File: src/rtl/dma_axi_bridge.sv
// dma_axi_bridge: converts the DMA engine's read/write burst handshakes into
// an AXI4 master. One read burst and one write burst may be outstanding at a
// time, and the two directions run independently. A new write request is
// accepted only after the B response of the previous write has been seen.
module dma_axi_bridge #(
  parameter int ADDR_WIDTH = 32,
  parameter int DATA_WIDTH = 32
) (
  input  logic                    clk,
  input  logic                    rst,
  // engine read side
  input  logic [31:0]             rd_req_addr,
  input  logic [4:0]              rd_req_len,
  input  logic                    rd_req_valid,
  output logic                    rd_req_ready,
  output logic [DATA_WIDTH-1:0]   rd_rdata,
  output logic                    rd_valid,
  output logic                    rd_last,
  input  logic                    rd_ready,
  // engine write side
  input  logic [31:0]             wr_req_addr,
  input  logic [4:0]              wr_req_len,
  input  logic                    wr_req_valid,
  output logic                    wr_req_ready,
  input  logic [DATA_WIDTH-1:0]   wr_data,
  input  logic                    wr_valid,
  input  logic                    wr_last,
  output logic                    wr_ready,
  // AXI AR
  output logic [ADDR_WIDTH-1:0]   m_araddr,
  output logic [7:0]              m_arlen,
  output logic [2:0]              m_arsize,
  output logic [1:0]              m_arburst,
  output logic                    m_arvalid,
  input  logic                    m_arready,
  // AXI R
  input  logic [DATA_WIDTH-1:0]   m_rdata,
  input  logic [1:0]              m_rresp,
  input  logic                    m_rlast,
  input  logic                    m_rvalid,
  output logic                    m_rready,
  // AXI AW
  output logic [ADDR_WIDTH-1:0]   m_awaddr,
  output logic [7:0]              m_awlen,
  output logic [2:0]              m_awsize,
  output logic [1:0]              m_awburst,
  output logic                    m_awvalid,
  input  logic                    m_awready,
  // AXI W
  output logic [DATA_WIDTH-1:0]   m_wdata,
  output logic [DATA_WIDTH/8-1:0] m_wstrb,
  output logic                    m_wlast,
  output logic                    m_wvalid,
  input  logic                    m_wready,
  // AXI B
  input  logic [1:0]              m_bresp,
  input  logic                    m_bvalid,
  output logic                    m_bready,
  // sticky error flags
  output logic [2:0]              err_flags,
  input  logic                    err_clr
);

  typedef enum logic [1:0] {R_IDLE, R_AR, R_DATA} rd_state_t;
  typedef enum logic [1:0] {W_IDLE, W_AW, W_DATA, W_RESP} wr_state_t;

  rd_state_t             rd_state, rd_next;
  wr_state_t             wr_state, wr_next;
  logic [ADDR_WIDTH-1:0] ar_addr, aw_addr;
  logic [7:0]            ar_len, aw_len;
  logic [2:0]            beat_cnt;
  logic                  rd_accept, wr_accept, w_beat;
  logic                  rresp_err, bresp_err, wlast_err;

  // burst size and type never change: 4-byte beats, incrementing bursts
  assign m_arsize  = 3'b010;
  assign m_awsize  = 3'b010;
  assign m_arburst = 2'b01;
  assign m_awburst = 2'b01;
  assign m_araddr  = ar_addr;
  assign m_arlen   = ar_len;
  assign m_awaddr  = aw_addr;
  assign m_awlen   = aw_len;
  assign m_wdata   = wr_data;
  assign m_wstrb   = '1;
  assign rd_rdata  = m_rdata;

  // state registers for both independent FSMs
  always_ff @(posedge clk) begin
    if (rst) begin
      rd_state <= R_IDLE;
      wr_state <= W_IDLE;
    end else begin
      rd_state <= rd_next;
      wr_state <= wr_next;
    end
  end

  // latch request payloads so AR/AW stay stable until the interconnect accepts
  always_ff @(posedge clk) begin
    if (rst) begin
      ar_addr  <= '0;
      ar_len   <= '0;
      aw_addr  <= '0;
      aw_len   <= '0;
      beat_cnt <= '0;
    end else begin
      if (rd_accept) begin
        ar_addr <= ADDR_WIDTH'(rd_req_addr);
        ar_len  <= {3'b000, rd_req_len};
      end
      if (wr_accept) begin
        aw_addr  <= ADDR_WIDTH'(wr_req_addr);
        aw_len   <= {3'b000, wr_req_len};
        beat_cnt <= '0;
      end else if (w_beat) begin
        beat_cnt <= beat_cnt + 3'd1;
      end
    end
  end

  // read FSM next state; R channel is a straight pass-through while in R_DATA
  always_comb begin
    rd_next      = rd_state;
    rd_req_ready = 1'b0;
    rd_accept    = 1'b0;
    m_arvalid    = 1'b0;
    rd_valid     = 1'b0;
    rd_last      = 1'b0;
    m_rready     = 1'b0;
    rresp_err    = 1'b0;
    case (rd_state)
      R_IDLE: begin
        rd_req_ready = ~rst;
        rd_accept    = rd_req_valid & ~rst;
        if (rd_accept) rd_next = R_AR;
      end
      R_AR: begin
        m_arvalid = 1'b1;
        if (m_arready) rd_next = R_DATA;
      end
      R_DATA: begin
        rd_valid = m_rvalid;
        rd_last  = m_rlast;
        m_rready = rd_ready;
        if (m_rvalid && rd_ready) begin
          rresp_err = (m_rresp != 2'b00);
          if (m_rlast) rd_next = R_IDLE;
        end
      end
      default: rd_next = R_IDLE;
    endcase
  end

  // write FSM next state; the bridge's own beat counter decides wlast
  always_comb begin
    wr_next      = wr_state;
    wr_req_ready = 1'b0;
    wr_accept    = 1'b0;
    m_awvalid    = 1'b0;
    m_wvalid     = 1'b0;
    wr_ready     = 1'b0;
    m_wlast      = 1'b0;
    m_bready     = 1'b0;
    w_beat       = 1'b0;
    wlast_err    = 1'b0;
    bresp_err    = 1'b0;
    case (wr_state)
      W_IDLE: begin
        wr_req_ready = ~rst;
        wr_accept    = wr_req_valid & ~rst;
        if (wr_accept) wr_next = W_AW;
      end
      W_AW: begin
        m_awvalid = 1'b1;
        if (m_awready) wr_next = W_DATA;
      end
      W_DATA: begin
        m_wvalid = wr_valid;
        wr_ready = m_wready;
        m_wlast  = (beat_cnt == aw_len[2:0]);
        w_beat   = wr_valid & m_wready;
        if (w_beat) begin
          wlast_err = (wr_last != m_wlast);
          if (m_wlast) wr_next = W_RESP;
        end
      end
      W_RESP: begin
        m_bready = 1'b1;
        if (m_bvalid) begin
          bresp_err = (m_bresp != 2'b00);
          wr_next   = W_IDLE;
        end
      end
      default: wr_next = W_IDLE;
    endcase
  end

  // sticky error flags; a new error in the clear cycle survives the clear
  always_ff @(posedge clk) begin
    if (rst) begin
      err_flags <= 3'b000;
    end else begin
      err_flags <= (err_clr ? 3'b000 : err_flags) | {wlast_err, bresp_err, rresp_err};
    end
  end

endmodule
File: config.mk
export PLATFORM = sky130hd
export DESIGN_NAME = dma_axi_bridge
export DESIGN_NICKNAME = d
export VERILOG_FILES = /design/src/rtl/dma_axi_bridge.sv
export SDC_FILE = /design/constraint.sdc
export NUM_CORES = 1
export LEC_CHECK = 0
export CAP_MARGIN = 10
export CORE_AREA = 2 2 128 130
export CTS_CLUSTER_SIZE = 14
export DETAILED_ROUTE_END_ITERATION = 8
export DIE_AREA = 0 0 130 132
export PLACE_DENSITY_LB_ADDON = 0.12
export SETUP_SLACK_MARGIN = 0.5
export SYNTH_ARGS = -nofsm -noshare
export SYNTH_HDL_FRONTEND = slang
export SYNTH_SLANG_ARGS = --single-unit
File: constraint.sdc
create_clock -name clk -period 3.5 [get_ports clk]
set_input_delay 0.7 -clock clk [delete_from_list [all_inputs] [get_ports clk]]
set_output_delay 0.7 -clock clk [all_outputs]
set_load 0.005 [all_outputs]
# [After elaboration in Yosys (flattened, before gate mapping)]
# Cells that the tools add are included.
[word_totals] reg_bits=84 latchBits=0 ramBits=0 rom_bits=0 in_bits=156 out_inout_bits=172 memories=0
[classes] addsub=1 multipliers=0 n_div=0 order_cmp=0 eq_ne=16 shift=0 mux=32 bitwise_logic=5 reduce_logical=8
[ops] op="$mux 1" n=20
[ops] op="$mux 2" n=9
[ops] op="$ne 2x2->1 const B" n=9
[ops] op="$pmux 2 s4" n=1
[ops] op="$eq 2x2->1 const B" n=3
[ops] op="$pmux 2 s3" n=1
[ops] op="$reduce_and 5->1" n=1
[ops] op="$eq 2x1->1 const B" n=2
[ops] op="$logic_not 2->1" n=2
[ops] op="$reduce_and 4->1" n=1
[ops] op="$reduce_bool 2->1" n=2
[ops] op="$add 3x1->3 const B" n=1
[ops] op="$and 1x1->1" n=3
[ops] op="$eq 3x3->1" n=1
[ops] op="$mux 3" n=1
[ops] op="$or 3x3->3" n=1
[ops] op="$reduce_or 2->1" n=1
[ops] op="$logic_and 1x1->1" n=1
[ops] op="$ne 1x1->1" n=1
[ops] op="$not 1->1" n=1

# [Longest topological paths before layout]
[depth] ltp_word=5 mapped_depth=9 depth_no_buf=6

# [Least setup slack after synthesis]
# No wires, ideal clock.
[synth_path] kind="input-to-reg" startpoint="in rst" endpoint="reg wr_state[0]" setup_ns=0.095 arrival_ns=1.809 required_time_ns=3.405 slack_ns=1.596 path_stages=5 n_path_buf=1 path_cell_list="buf_6 nand2b_4 a222oi_1 o21ai_1 a221oi_1"
[synth_via] elab_chain_cells=4
[synth_lines] element="start: declaration" line_no="10" rtl="input logic rst,"
[synth_lines] element="$not 1->1" line_no="171" rtl="wr_accept = wr_req_valid & ~rst;"
[synth_lines] element="$and 1x1->1" line_no="171"
[synth_lines] element="$ne 2x2->1 (no line)"
[synth_lines] element="$reduce_and 5->1 (no line)"
[synth_lines] element="end signal: assignment" line_no="95" rtl="wr_state <= wr_next;"
[synth_lines] element="end: declaration" line_no="68" rtl="wr_state_t wr_state, wr_next;"
# Several ways; a longest one is shown, not always the timed one.
# A chain may end at the register's enable or synchronous reset.

# [Worst setup path after layout]
[layout_path] startpoint="reg wr_state[0]" endpoint="out m_wlast"
[layout_via] elab_chain_cells=2
[layout_lines] element="$eq 2x2->1" line_no="168" rtl="case (wr_state)"
[layout_lines] element="$mux 1" line_no="168"
[layout_lines] element="end: declaration" line_no="52" rtl="output logic m_wlast,"
# No other way between the ends.

==> run_results.csv <==
group,metric,value,unit
outcome,status,"finished, final reports clean",
pwr,power.density,493,nW/µm²
cells_and_area,antenna_cells,0,
yosys,syn_area_per_cell,8.06,µm²
yosys,netlist_top_cells_area,"dfxtp_1 43%, buf_4 16%, nand2_1 11%",
route,routed_wl,11.1,mm
sta,slew_violations,0,
worst_setup_path,r2r_setup_slack,1.57,ns
worst_setup_path,critPathTopFamily,"buffers and inverters",
clock_tree,clock_latency,0.34,ns
floorplan,die_x,130,µm
run,maxCapViolCount,0,
grt,grt_pass1_vias,3290,
worst_setup_path,critPathMaxFanout,6,
sta,finalCritPeriodShare,78.4,%
worst_setup_path,cp_slowest_cell,"clkdlybuf4s50_1",
clock_tree,cts-root-buf,"clkbuf_16",
placed_design,place_worst_setup_slack,0.872,ns
floorplan,pin_count,328,
sta,tightest_slew,0.869,ns
worst_setup_path,r2r_cells,5,
yosys,synth.area.mux_share,0.513,%
floorplan,core,15700,µm²
worst_setup_path,reg2reg_to,"wr_state[0]",
yosys,syn-cell-area,3900,µm²
route,drt_iter0_drc,112,
floorplan,fp.dieArea,17200,µm²
route,via_per_inst,4.08,
yosys,synth_top_family_by_area,"simple AND/OR/NAND/NOR gates",
grt,grt_first_pass_wirelength,17.2,mm
clock_tree,post-cts-setup-buffers,0,
grt,grt.overflow.total,0,
grt,antenna_found_initial,0,
pwr,p_leak,2.04,nW
sta,setup_ws,0.754,ns
worst_setup_path,worstPathArrival,2.05,ns
cells_and_area,finish.instance_area,5610,µm²
clock_tree,ctsHtreeMaxLevel,3,
worst_setup_path,worst_ep_required_time,2.80,ns
yosys,synth_xor_area_share,1.12,%
clock_tree,cts.clk_slew.worst_paths,0.06,ns
floorplan,die_h,132,µm
worst_setup_path,cpPeakStageDelay,0.59,ns
clock_tree,cts_sinks,84,
cells_and_area,final_cell_mix,"178 x clkdlybuf4s50_1, 116 x nand2_1, 84 x dfxtp_1, 40 x a21oi_1, 39 x nand2b_1",
cells_and_area,final_common_cell,"clkdlybuf4s50_1",
yosys,postSynthCellCount,484,
clock_tree,cts_tree,"built",
sta,clock.fmax,0.364,GHz
min_path,min_path_type,"reg2reg",
yosys,synth_area_leader_cell,"dfxtp_1",
worst_setup_path,critPathLaunchType,"register",
worst_setup_path,path_buf_inv,3,
cells_and_area,layout.nets,748,
yosys,ys_ff_latch,84,
pwr,ir_drop,0.000209,V
clock_tree,cts_buffer_depth,2,
clock_tree,cts.repair.resized,0,
yosys,synthSimpleGateAreaFrac,21.8,%
worst_setup_path,worstSetupPathDepth,5,
cells_and_area,utilization,35.7,%
yosys,synthFlopType,"dfxtp_1",
sta,rsz0062_at_grt,"false",
floorplan,rows,46,
worst_setup_path,crit_top_cell,"inv_1",
placed_design,gp_congestion,0.698,
yosys,synth_compound_area_share,11.7,%
placed_design,placed_area,5330,µm²
grt,grt_usage,12.7,%
worst_setup_path,critPathLaunch,"wr_state[0]",
route,vias,3291,
sta,setup_tns,0,ns
placed_design,dpl.hpwl,7.97,mm
grt,grt_max_degree,90,
min_path,min_path_cells,2,
yosys,ys_warn_count,0,
clock_tree,cts_made_buffers,9,
floorplan,start_util,24.8,%
yosys,ys_types,33,
worst_setup_path,crit_type,"reg2out",
placed_design,port_buffers,179,
sta,clock_skew,0.00695,ns
route,routedWlPerCell,13.7,µm
cells_and_area,post_route_cells_drive_above_1_share,3.89,%
yosys,synth_edf_count,0,
cells_and_area,synthToLayoutAreaGrowth,44.0,%
sta,min_period,2.75,ns
worst_setup_path,crit_path_cell_trace,"inv_1, ha_1, inv_1, nor4_1, clkdlybuf4s50_1",
sta,setup_viol,0,
worst_setup_path,crit_end,"m_wlast",
yosys,yosys.area.top_type_share,43.1,%
worst_setup_path,end_kind,"output port",
min_path,min_from,"m_araddr[19]",
yosys,async_reset_ff_share,0,%
yosys,synthAdderAreaFrac,1.92,%
sta,relSlewSlack,42.0,%
sta,finalHoldViolations,0,
route,drc,0,
worst_setup_path,r2r-start,"wr_state[1]",
yosys,yosysSeqAreaShare,43.1,%
pwr,power,2.77,mW
route,drt_pre_antenna_iters,4,
clock_tree,holdBufCountCts,0,
route,ant_nets,0,
[synth_stat cells (5+ instances only)]
library cell and n:
a21oi_1 40, and2_1 7, buf_2 6, buf_4 84, clkbuf_1 19, dfxtp_1 84, ha_1 6, inv_1 5
nand2_1 116, nand2b_1 39, nor2_1 6, nor3_1 6, o21ai_0 37, xor2_1 5
[logic make-up after synthesis]
family	Yosys count
AND/OR/NAND/NOR	184
buffers and inverters	115
AO/OA/AOI/OAI	86
flip-flops	84
adder cells (fa/ha/maj)	6
XOR/XNOR	5
other	2
multiplexers	2
[sequential cells by signal, summed over array words and instances, names as in the netlist]
| register | count |
|---|---|
| beat_cnt | 3 |
| err_flags | 3 |
| m_araddr | 32 |
| m_arlen | 5 |
| m_awaddr | 32 |
| m_awlen | 5 |
| rd_state | 2 |
| wr_state | 2 |
[area by class of cell]
| class | instances | area, µm² |
|---|---|---|
| well taps | 216 | 270 |
| multi-input cells | 303 | 1530 |
| fillers | 1661 | 10100 |
| clock buffers | 11 | 253 |
| flip-flops and latches | 84 | 1680 |
| inverters | 5 | 18.8 |
| clock inverters | 5 | 36.3 |
| repair buffers | 183 | 1830 |
[metal layers]
metal | GRT usage, % | share of wire (%) | up-vias | wire length, µm
li1 | - | - | 1658 | -
met4 | 5.68 | 2.0 | 0 | 227
met5 | 0 | 0 | - | 0
met2 | 20.1 | 44 | 148 | 4920
met3 | 5.52 | 11 | 30 | 1180
met1 | 14.7 | 43 | 1455 | 4760
[where the power goes]
part           switching (mW)  internal, mW
Clock                   0.400         0.521
Sequential             0.0668          1.07
Combinational           0.303         0.407
[metrics by stage]
stage | hold WS (ns) | std cells
final | 0.455 | 807
after global routing | 0.474 | 807
after CTS | 0.456 | 807
after detailed placement | 0.447 | 791
after global placement | 0.442 | 791
after floorplan | 0.453 | 502
[worst reg2reg max path, cell delays in order (launching register included)]
cell and delay, ns:
dfxtp_1 0.38, inv_1 0.11, ha_1 0.23, a222oi_1 0.62
o21ai_1 0.18, a221oi_1 0.31
[worst min-delay path by stage]
stage | end | slack [ns]
3_3_place_gp | m_araddr[17] | 0.44
5_1_grt | m_araddr[19] | 0.47
6_report | m_araddr[19] | 0.46
2_1_floorplan | m_araddr[0] | 0.45
3_5_place_dp | m_araddr[18] | 0.45
4_1_cts | m_araddr[18] | 0.46
No activity file was read; power rests on OpenSTA's default activity.
